[config.mk]
export PLATFORM = sky130hd
export DESIGN_NAME = collision_scanner_flat
export DESIGN_NICKNAME = d
export VERILOG_FILES = /design/src/rtl/flappy_pkg.sv /design/src/rtl/collision_scanner_if.sv /design/src/rtl/collision_scanner.sv /design/src/flat_wrapper.sv
export SDC_FILE = /design/constraint.sdc
export NUM_CORES = 1
export LEC_CHECK = 0
export ABC_AREA = 1
export CAP_MARGIN = 40
export CORE_AREA = 2 2 202 204
export DETAILED_ROUTE_END_ITERATION = 16
export DIE_AREA = 0 0 204 206
export PLACE_DENSITY = 0.38
export SYNTH_ARGS = -nofsm -noshare
export SYNTH_HDL_FRONTEND = slang
export SYNTH_SLANG_ARGS = --single-unit
[constraint.sdc]
create_clock -name clk -period 2.5 [get_ports clk]
set_input_delay 0.5 -clock clk [delete_from_list [all_inputs] [get_ports clk]]
set_output_delay 0.5 -clock clk [all_outputs]
set_load 0.03 [all_outputs]
[src/rtl/flappy_pkg.sv]
// Shared types and matrix constants for the Flappy Bird LED-matrix game logic.
package flappy_pkg;

    localparam int MATRIX_ROWS = 16;
    localparam int MATRIX_COLS = 16;

    typedef enum logic [1:0] {
        HIT_NONE  = 2'd0,
        HIT_PIPE  = 2'd1,
        HIT_CEIL  = 2'd2,
        HIT_FLOOR = 2'd3
    } hit_kind_e;

    typedef enum logic [1:0] {
        S_IDLE   = 2'd0,
        S_SCAN   = 2'd1,
        S_REPORT = 2'd2
    } scan_state_e;

endpackage

[src/rtl/collision_scanner_if.sv]
// Frame input / collision result bundle between the render logic and the scanner.
interface collision_scanner_if
    import flappy_pkg::*;
#(
    parameter int ROWS = MATRIX_ROWS,
    parameter int COLS = MATRIX_COLS
);
    localparam int RW = $clog2(ROWS);

    logic                 frame_valid;
    logic                 press;
    logic [ROWS*COLS-1:0] red;
    logic [ROWS*COLS-1:0] green;
    logic                 clear;
    logic                 busy;
    logic                 done;
    logic                 collision;
    hit_kind_e            hit_kind;
    logic [RW-1:0]        hit_row;
    logic                 overrun;

    modport master (
        output frame_valid, press, red, green, clear,
        input  busy, done, collision, hit_kind, hit_row, overrun
    );

    modport slave (
        input  frame_valid, press, red, green, clear,
        output busy, done, collision, hit_kind, hit_row, overrun
    );

endinterface

[src/rtl/collision_scanner.sv]
// Snapshots the bird/pipe planes on each frame strobe, scans one row per clock
// and reports a typed, located collision with grace frames after a restart.
module collision_scanner
    import flappy_pkg::*;
#(
    parameter int ROWS      = MATRIX_ROWS,
    parameter int COLS      = MATRIX_COLS,
    parameter int BIRD_COL  = 14,
    parameter int LOOKAHEAD = 0,
    parameter int GRACE     = 2
) (
    input  logic             clk,
    input  logic             rst,
    collision_scanner_if.slave bus
);
    localparam int            RW              = $clog2(ROWS);
    localparam int            LA_COL          = (LOOKAHEAD != 0) ? BIRD_COL + 1 : BIRD_COL;
    localparam logic [RW-1:0] LAST_ROW        = RW'(ROWS - 1);
    localparam logic [7:0]    GRACE_INIT      = 8'(GRACE);
    localparam logic [7:0]    GRACE_AFTER_RPT = (GRACE > 0) ? 8'(GRACE - 1) : 8'd0;

    scan_state_e          state_q, state_d;
    logic [RW-1:0]        row_q, row_d;
    logic                 rec_found_q, rec_found_d;
    logic [RW-1:0]        rec_row_q, rec_row_d;
    logic [ROWS*COLS-1:0] red_q, green_q;
    logic                 press_q;
    logic [7:0]           grace_q;
    logic                 collision_q, overrun_q, done_q;
    hit_kind_e            kind_q, kind_s;
    logic [RW-1:0]        hit_row_q, res_row_s;
    logic [ROWS-1:0]      red_col_s, green_col_s, green_la_s;
    logic                 snap_en_s, busy_s, hit_now_s;

    function automatic logic row_hit(input logic bird, input logic pipe, input logic pipe_ahead);
        return bird & (pipe | pipe_ahead);
    endfunction

    // Extract the bird column (and optional look-ahead column) from the snapshots
    always_comb begin
        for (int r = 0; r < ROWS; r++) begin
            red_col_s[r]   = red_q[r*COLS + BIRD_COL];
            green_col_s[r] = green_q[r*COLS + BIRD_COL];
            green_la_s[r]  = (LOOKAHEAD != 0) ? green_q[r*COLS + LA_COL] : 1'b0;
        end
    end

    assign snap_en_s = (state_q == S_IDLE) & bus.frame_valid;
    assign busy_s    = (state_q != S_IDLE);
    assign hit_now_s = row_hit(red_col_s[row_q], green_col_s[row_q], green_la_s[row_q]);

    // Next-state logic: accept, scan rows keeping the lowest hit, then report
    always_comb begin
        state_d     = state_q;
        row_d       = row_q;
        rec_found_d = rec_found_q;
        rec_row_d   = rec_row_q;
        case (state_q)
            S_IDLE: begin
                if (bus.frame_valid) begin
                    state_d     = S_SCAN;
                    row_d       = '0;
                    rec_found_d = 1'b0;
                    rec_row_d   = '0;
                end else begin
                    state_d = S_IDLE;
                end
            end
            S_SCAN: begin
                if (!rec_found_q && hit_now_s) begin
                    rec_found_d = 1'b1;
                    rec_row_d   = row_q;
                end else begin
                    rec_found_d = rec_found_q;
                end
                if (row_q == LAST_ROW) begin
                    state_d = S_REPORT;
                    row_d   = '0;
                end else begin
                    row_d = row_q + RW'(1);
                end
            end
            S_REPORT: state_d = S_IDLE;
            default: begin
                state_d = S_IDLE;
                row_d   = '0;
            end
        endcase
    end

    // Frame result: a recorded pipe hit outranks ceiling, which outranks floor
    always_comb begin
        kind_s    = HIT_NONE;
        res_row_s = '0;
        if (rec_found_q) begin
            kind_s    = HIT_PIPE;
            res_row_s = rec_row_q;
        end else if (red_col_s[0] & press_q) begin
            kind_s    = HIT_CEIL;
            res_row_s = '0;
        end else if (red_col_s[ROWS-1] & ~press_q) begin
            kind_s    = HIT_FLOOR;
            res_row_s = LAST_ROW;
        end else begin
            kind_s    = HIT_NONE;
            res_row_s = '0;
        end
    end

    // FSM state, scan record and frame snapshot registers
    always_ff @(posedge clk or negedge rst) begin
        if (!rst) begin
            state_q     <= S_IDLE;
            row_q       <= '0;
            rec_found_q <= 1'b0;
            rec_row_q   <= '0;
            red_q       <= '0;
            green_q     <= '0;
            press_q     <= 1'b0;
        end else begin
            state_q     <= state_d;
            row_q       <= row_d;
            rec_found_q <= rec_found_d;
            rec_row_q   <= rec_row_d;
            if (snap_en_s) begin
                red_q   <= bus.red;
                green_q <= bus.green;
                press_q <= bus.press;
            end
        end
    end

    // Reported result, sticky flags and grace counter; clear beats a same-cycle report
    always_ff @(posedge clk or negedge rst) begin
        if (!rst) begin
            done_q      <= 1'b0;
            kind_q      <= HIT_NONE;
            hit_row_q   <= '0;
            collision_q <= 1'b0;
            overrun_q   <= 1'b0;
            grace_q     <= GRACE_INIT;
        end else begin
            done_q <= (state_q == S_REPORT);
            if (state_q == S_REPORT) begin
                kind_q    <= kind_s;
                hit_row_q <= res_row_s;
            end
            if (bus.clear) begin
                collision_q <= 1'b0;
                overrun_q   <= 1'b0;
                grace_q     <= (state_q == S_REPORT) ? GRACE_AFTER_RPT : GRACE_INIT;
            end else begin
                if (state_q == S_REPORT) begin
                    if (grace_q != 8'd0) begin
                        grace_q <= grace_q - 8'd1;
                    end else if (kind_s != HIT_NONE) begin
                        collision_q <= 1'b1;
                    end
                end
                if (busy_s && bus.frame_valid) begin
                    overrun_q <= 1'b1;
                end
            end
        end
    end

    assign bus.busy      = busy_s;
    assign bus.done      = done_q;
    assign bus.collision = collision_q;
    assign bus.hit_kind  = kind_q;
    assign bus.hit_row   = hit_row_q;
    assign bus.overrun   = overrun_q;

endmodule

[src/flat_wrapper.sv]
// flat-port wrapper written by rule: the top's interface ports become plain ports
module collision_scanner_flat import flappy_pkg::*;
#(
    parameter int ROWS      = MATRIX_ROWS,
    parameter int COLS      = MATRIX_COLS,
    parameter int BIRD_COL  = 14,
    parameter int LOOKAHEAD = 0,
    parameter int GRACE     = 2
)
  (clk, rst, bus_frame_valid, bus_press, bus_red, bus_green, bus_clear, bus_busy, bus_done, bus_collision, bus_hit_kind, bus_hit_row, bus_overrun);
  collision_scanner_if #(.ROWS(ROWS), .COLS(COLS)) bus_i ();
  input  logic clk;
  input  logic rst;
  input wire logic [$bits(bus_i.frame_valid)-1:0] bus_frame_valid;
  input wire logic [$bits(bus_i.press)-1:0] bus_press;
  input wire logic [$bits(bus_i.red)-1:0] bus_red;
  input wire logic [$bits(bus_i.green)-1:0] bus_green;
  input wire logic [$bits(bus_i.clear)-1:0] bus_clear;
  output wire logic [$bits(bus_i.busy)-1:0] bus_busy;
  output wire logic [$bits(bus_i.done)-1:0] bus_done;
  output wire logic [$bits(bus_i.collision)-1:0] bus_collision;
  output wire logic [$bits(bus_i.hit_kind)-1:0] bus_hit_kind;
  output wire logic [$bits(bus_i.hit_row)-1:0] bus_hit_row;
  output wire logic [$bits(bus_i.overrun)-1:0] bus_overrun;
  assign bus_i.frame_valid = bus_frame_valid;
  assign bus_i.press = bus_press;
  assign bus_i.red = bus_red;
  assign bus_i.green = bus_green;
  assign bus_i.clear = bus_clear;
  assign bus_busy = bus_i.busy;
  assign bus_done = bus_i.done;
  assign bus_collision = bus_i.collision;
  assign bus_hit_kind = bus_i.hit_kind;
  assign bus_hit_row = bus_i.hit_row;
  assign bus_overrun = bus_i.overrun;
  collision_scanner #(.ROWS(ROWS), .COLS(COLS), .BIRD_COL(BIRD_COL), .LOOKAHEAD(LOOKAHEAD), .GRACE(GRACE)) u_core (.clk(clk), .rst(rst), .bus(bus_i));
endmodule
==> run_summary.xml <==
<?xml version="1.0" encoding="UTF-8"?>
<metrics>
  <group name="cts">
    <metric name="post-cts-setup-buffers" unit="">0</metric>
    <metric name="cts_sinks" unit="">61</metric>
    <metric name="clockBufferDepth" unit="">2</metric>
    <metric name="cts.htree.levels" unit="">3</metric>
    <metric name="postCtsResizedCells" unit="">0</metric>
    <metric name="cts_hold_buffers" unit="">0</metric>
    <metric name="cts_made_buffers" unit="">9</metric>
    <metric name="cts_tree" unit="">yes</metric>
    <metric name="ctsRootBufferMaster" unit="">sky130_fd_sc_hd__clkbuf_16</metric>
    <metric name="clk_pin_slew" unit="ns">0.06</metric>
    <metric name="clock_latency" unit="ns">0.34</metric>
  </group>
  <group name="routing">
    <metric name="route.final.wire_length" unit="mm">8.22</metric>
    <metric name="drt_first_iter_violations" unit="">124</metric>
    <metric name="post_drt_via_cell_ratio" unit="">2.45</metric>
    <metric name="num_vias" unit="">2245</metric>
    <metric name="drtAntennaViolNets" unit="">0</metric>
    <metric name="drc" unit="">0</metric>
    <metric name="post_drt_wl_per_cell" unit="µm">8.96</metric>
    <metric name="drt-pass1-iter-count" unit="">4</metric>
  </group>
  <group name="timing">
    <metric name="worst_hold_slack" unit="ns">0.157</metric>
    <metric name="worst_setup_slack_final" unit="ns">0.363</metric>
    <metric name="finalSetupViolCount" unit="">0</metric>
    <metric name="max_freq" unit="MHz">468</metric>
    <metric name="post-route-min-period" unit="ns">2.14</metric>
    <metric name="maxSlewHeadroom" unit="%">60.1</metric>
    <metric name="rsz0062_at_grt" unit="">no</metric>
    <metric name="total_neg_setup_slack" unit="ns">0</metric>
    <metric name="timing.clock.skew" unit="ns">0.00591</metric>
    <metric name="worst_pin_slew" unit="ns">0.598</metric>
    <metric name="finalCritPeriodShare" unit="%">85.5</metric>
    <metric name="pins_over_their_slew_limit" unit="">0</metric>
    <metric name="finalHoldViolations" unit="">0</metric>
  </group>
  <group name="power">
    <metric name="p_sw_share" unit="%">35.9</metric>
    <metric name="static-leakage-power" unit="nW">1.77</metric>
    <metric name="p_seq_share" unit="%">38.7</metric>
    <metric name="vdd_ir_drop_max" unit="mV">0.367</metric>
    <metric name="switching_power" unit="mW">1.54</metric>
    <metric name="p_clk_share" unit="%">31.1</metric>
    <metric name="internal-power" unit="mW">2.75</metric>
    <metric name="power_frac_comb" unit="%">30.2</metric>
    <metric name="power_density" unit="nW/µm²">1020</metric>
  </group>
  <group name="cells_and_area">
    <metric name="finish.net_count" unit="">901</metric>
    <metric name="layout_cells_sized_above_1" unit="%">11.4</metric>
    <metric name="areaGrowthSynthToFinish" unit="%">49.7</metric>
    <metric name="multiInputGateArea" unit="µm²">1120</metric>
    <metric name="antenna_cells" unit="">0</metric>
    <metric name="final-seq-area" unit="µm²">1530</metric>
    <metric name="finish.utilization" unit="%">10.5</metric>
    <metric name="fillCellCount" unit="">4717</metric>
  </group>
  <group name="placement">
    <metric name="finalWeightedCongestion" unit="">0.673</metric>
    <metric name="io_buffer_count" unit="">46</metric>
    <metric name="preCtsSetupSlack" unit="ns">0.405</metric>
    <metric name="dp.final_hpwl" unit="mm">6.13</metric>
  </group>
  <group name="floorplan">
    <metric name="die_height" unit="µm">206</metric>
    <metric name="fp.dieArea" unit="µm²">42000</metric>
    <metric name="placementRows" unit="">74</metric>
    <metric name="floorplan.core_area" unit="µm²">40200</metric>
    <metric name="floorplan.io_pins" unit="">527</metric>
    <metric name="die_x" unit="µm">204</metric>
    <metric name="start_util" unit="%">7.03</metric>
  </group>
  <group name="flow_run">
    <metric name="max_cap_violations" unit="">0</metric>
  </group>
  <group name="yosys">
    <metric name="synth_seq_cells" unit="">61</metric>
    <metric name="post_synthesis_cell_area" unit="µm²">2820</metric>
    <metric name="syn-instance-count" unit="">331</metric>
    <metric name="ys.flop_type" unit="">sky130_fd_sc_hd__dfrtp_1</metric>
    <metric name="ys_async_sr_fraction" unit="%">100</metric>
    <metric name="synth_top_cells_by_area" unit="">sky130_fd_sc_hd__dfrtp_1 53%, sky130_fd_sc_hd__nand2_1 16%, sky130_fd_sc_hd__nand3_1 5.0%, sky130_fd_sc_hd__inv_1 3.1%, sky130_fd_sc_hd__o21ai_0 3.0%</metric>
    <metric name="yosys.cell_count.top_type" unit="">sky130_fd_sc_hd__nand2_1</metric>
    <metric name="yosys_warnings" unit="">0</metric>
    <metric name="synth_top_cell_by_area" unit="">sky130_fd_sc_hd__dfrtp_1</metric>
    <metric name="post_synthesis_net_count" unit="">850</metric>
    <metric name="synth.top_cells.by_count" unit="">124 x sky130_fd_sc_hd__nand2_1, 60 x sky130_fd_sc_hd__dfrtp_1, 28 x sky130_fd_sc_hd__nand3_1</metric>
    <metric name="synth_top_area_share" unit="%">53.2</metric>
    <metric name="ys_seq_area_share" unit="%">54.1</metric>
    <metric name="synth_enable_flop_cells" unit="">0</metric>
    <metric name="synth_cell_types" unit="">29</metric>
    <metric name="average_cell_area_after_synthesis" unit="µm²">8.53</metric>
  </group>
  <group name="hold_path">
    <metric name="timing.hold.worst.class" unit="">input port to async pin</metric>
  </group>
  <group name="grt">
    <metric name="wire_length_of_the_first_global_routing_pass" unit="mm">13.2</metric>
    <metric name="grt_use_total" unit="%">4.23</metric>
    <metric name="largest_net_degree_at_the_start_of_global_routing" unit="">62</metric>
    <metric name="number_of_global_route_vias_before_repair" unit="">2268</metric>
    <metric name="globalRouteOverflowTotal" unit="">0</metric>
    <metric name="antenna_found_initial" unit="">0</metric>
  </group>
  <group name="critical_path">
    <metric name="crit_arrival" unit="ns">1.64</metric>
    <metric name="data_required_time_of_the_worst_path" unit="ns">2.00</metric>
    <metric name="worst_setup_path_end_kind" unit="">primary output</metric>
    <metric name="path_class" unit="">flip-flop to primary output</metric>
    <metric name="timing.critical_path.from_type" unit="">flip-flop</metric>
    <metric name="timing.critical_path.fanout_max" unit="">4</metric>
  </group>
  <group name="run_status">
    <metric name="status" unit="">complete, no violations</metric>
  </group>
</metrics>
## metal layers
layer | global-route usage [%] | part of all wire, % | vias to the layer above
met5 | 0 | 0 | -
met4 | 1.32 | 1.2 | 0
met3 | 1.75 | 5.0 | 11
met2 | 5.24 | 38 | 48
met1 | 6.38 | 55 | 1023
li1 | - | - | 1163
## state kept, by name (all words and copies together), names as in the netlist
| register | flops |
|---|---|
| u_core.bus.collision | 1 |
| u_core.bus.done | 1 |
| u_core.bus.hit_kind | 2 |
| u_core.bus.hit_row | 4 |
| u_core.bus.overrun | 1 |
| u_core.grace_q | 8 |
| u_core.green_q | 16 |
| u_core.press_q | 1 |
| u_core.rec_found_q | 1 |
| u_core.rec_row_q | 4 |
| u_core.red_q | 16 |
| u_core.row_q | 4 |
| u_core.state_q | 2 |
## placed cells by master, fill, tap and decap left out, drive strengths merged, types with 4 or more instances in the layout
master | synthesis | final
nand3 | 32 | 32
clkbuf | 0 | 11
clkdlybuf4s50 | 0 | 45
nor2 | 23 | 23
o21ai | 21 | 21
buf | 9 | 4
inv | 27 | 27
nand4 | 9 | 9
dfrtp | 60 | 60
a21oi | 7 | 7
nand2 | 132 | 132
## metrics by stage
| step | instance area [µm²] | power (mW) | instances |
|---|---|---|---|
| 5_1_grt | 4230 | 4.63 | 918 |
| 4_1_cts | 4230 | 4.39 | 918 |
| 2_1_floorplan | 2820 | 2.55 | 331 |
| 3_5_place_dp | 3910 | 3.01 | 903 |
| 3_3_place_gp | 3910 | 3.00 | 903 |
| 6_report | 4230 | 4.29 | 918 |
## final timing paths
path,from,end,slack [ns],depth (start not counted)
setup / recovery,u_core.state_q[0],bus_busy,0.36,3
hold / removal,rst,u_core.green_q[126],0.16,2
setup reg to reg,u_core.row_q[1],u_core.rec_row_q[1],0.85,9
hold reg to reg,u_core.green_q[126],u_core.green_q[126],0.47,2
max in group asynchronous,rst,u_core.grace_q[1],1.98,2
min in group clk,u_core.green_q[126],u_core.green_q[126],0.47,2
## worst max-delay path: stages (launching register included)
cell and delay [ns]:
sky130_fd_sc_hd__dfrtp_1 0.42, sky130_fd_sc_hd__nor2_1 0.07, sky130_fd_sc_hd__inv_2 0.12, sky130_fd_sc_hd__clkdlybuf4s50_1 0.69
## cell families after synthesis
| kind of cell | synth area share, % |
|---|---|
| flip-flops | 54.1 |
| buffers and inverters | 6.25 |
| XOR/XNOR | 0.931 |
| AND/OR/NAND/NOR | 31.6 |
| adder cells (fa/ha/maj) | 0.886 |
| AO/OA/AOI/OAI | 6.20 |
## power by group through the flow
stage | clock [mW] | sequential, mW | combinational (mW)
after floorplan | 0 | 1.65 | 0.902
after global placement | 0 | 1.68 | 1.32
after detailed placement | 0 | 1.69 | 1.32
after CTS | 1.39 | 1.67 | 1.33
after global routing | 1.42 | 1.72 | 1.49
final | 1.33 | 1.66 | 1.30
## area by class of cell
class / count / share of cell area (%)
flip-flops and latches: 61 / 36.1
multi-input cells: 234 / 26.5
well taps: 532 / 15.7
repair buffers: 49 / 11.6
clock buffers: 11 / 5.74
inverters: 27 / 2.57
clock inverters: 4 / 1.72
No activity file was read; power rests on OpenSTA's default activity.
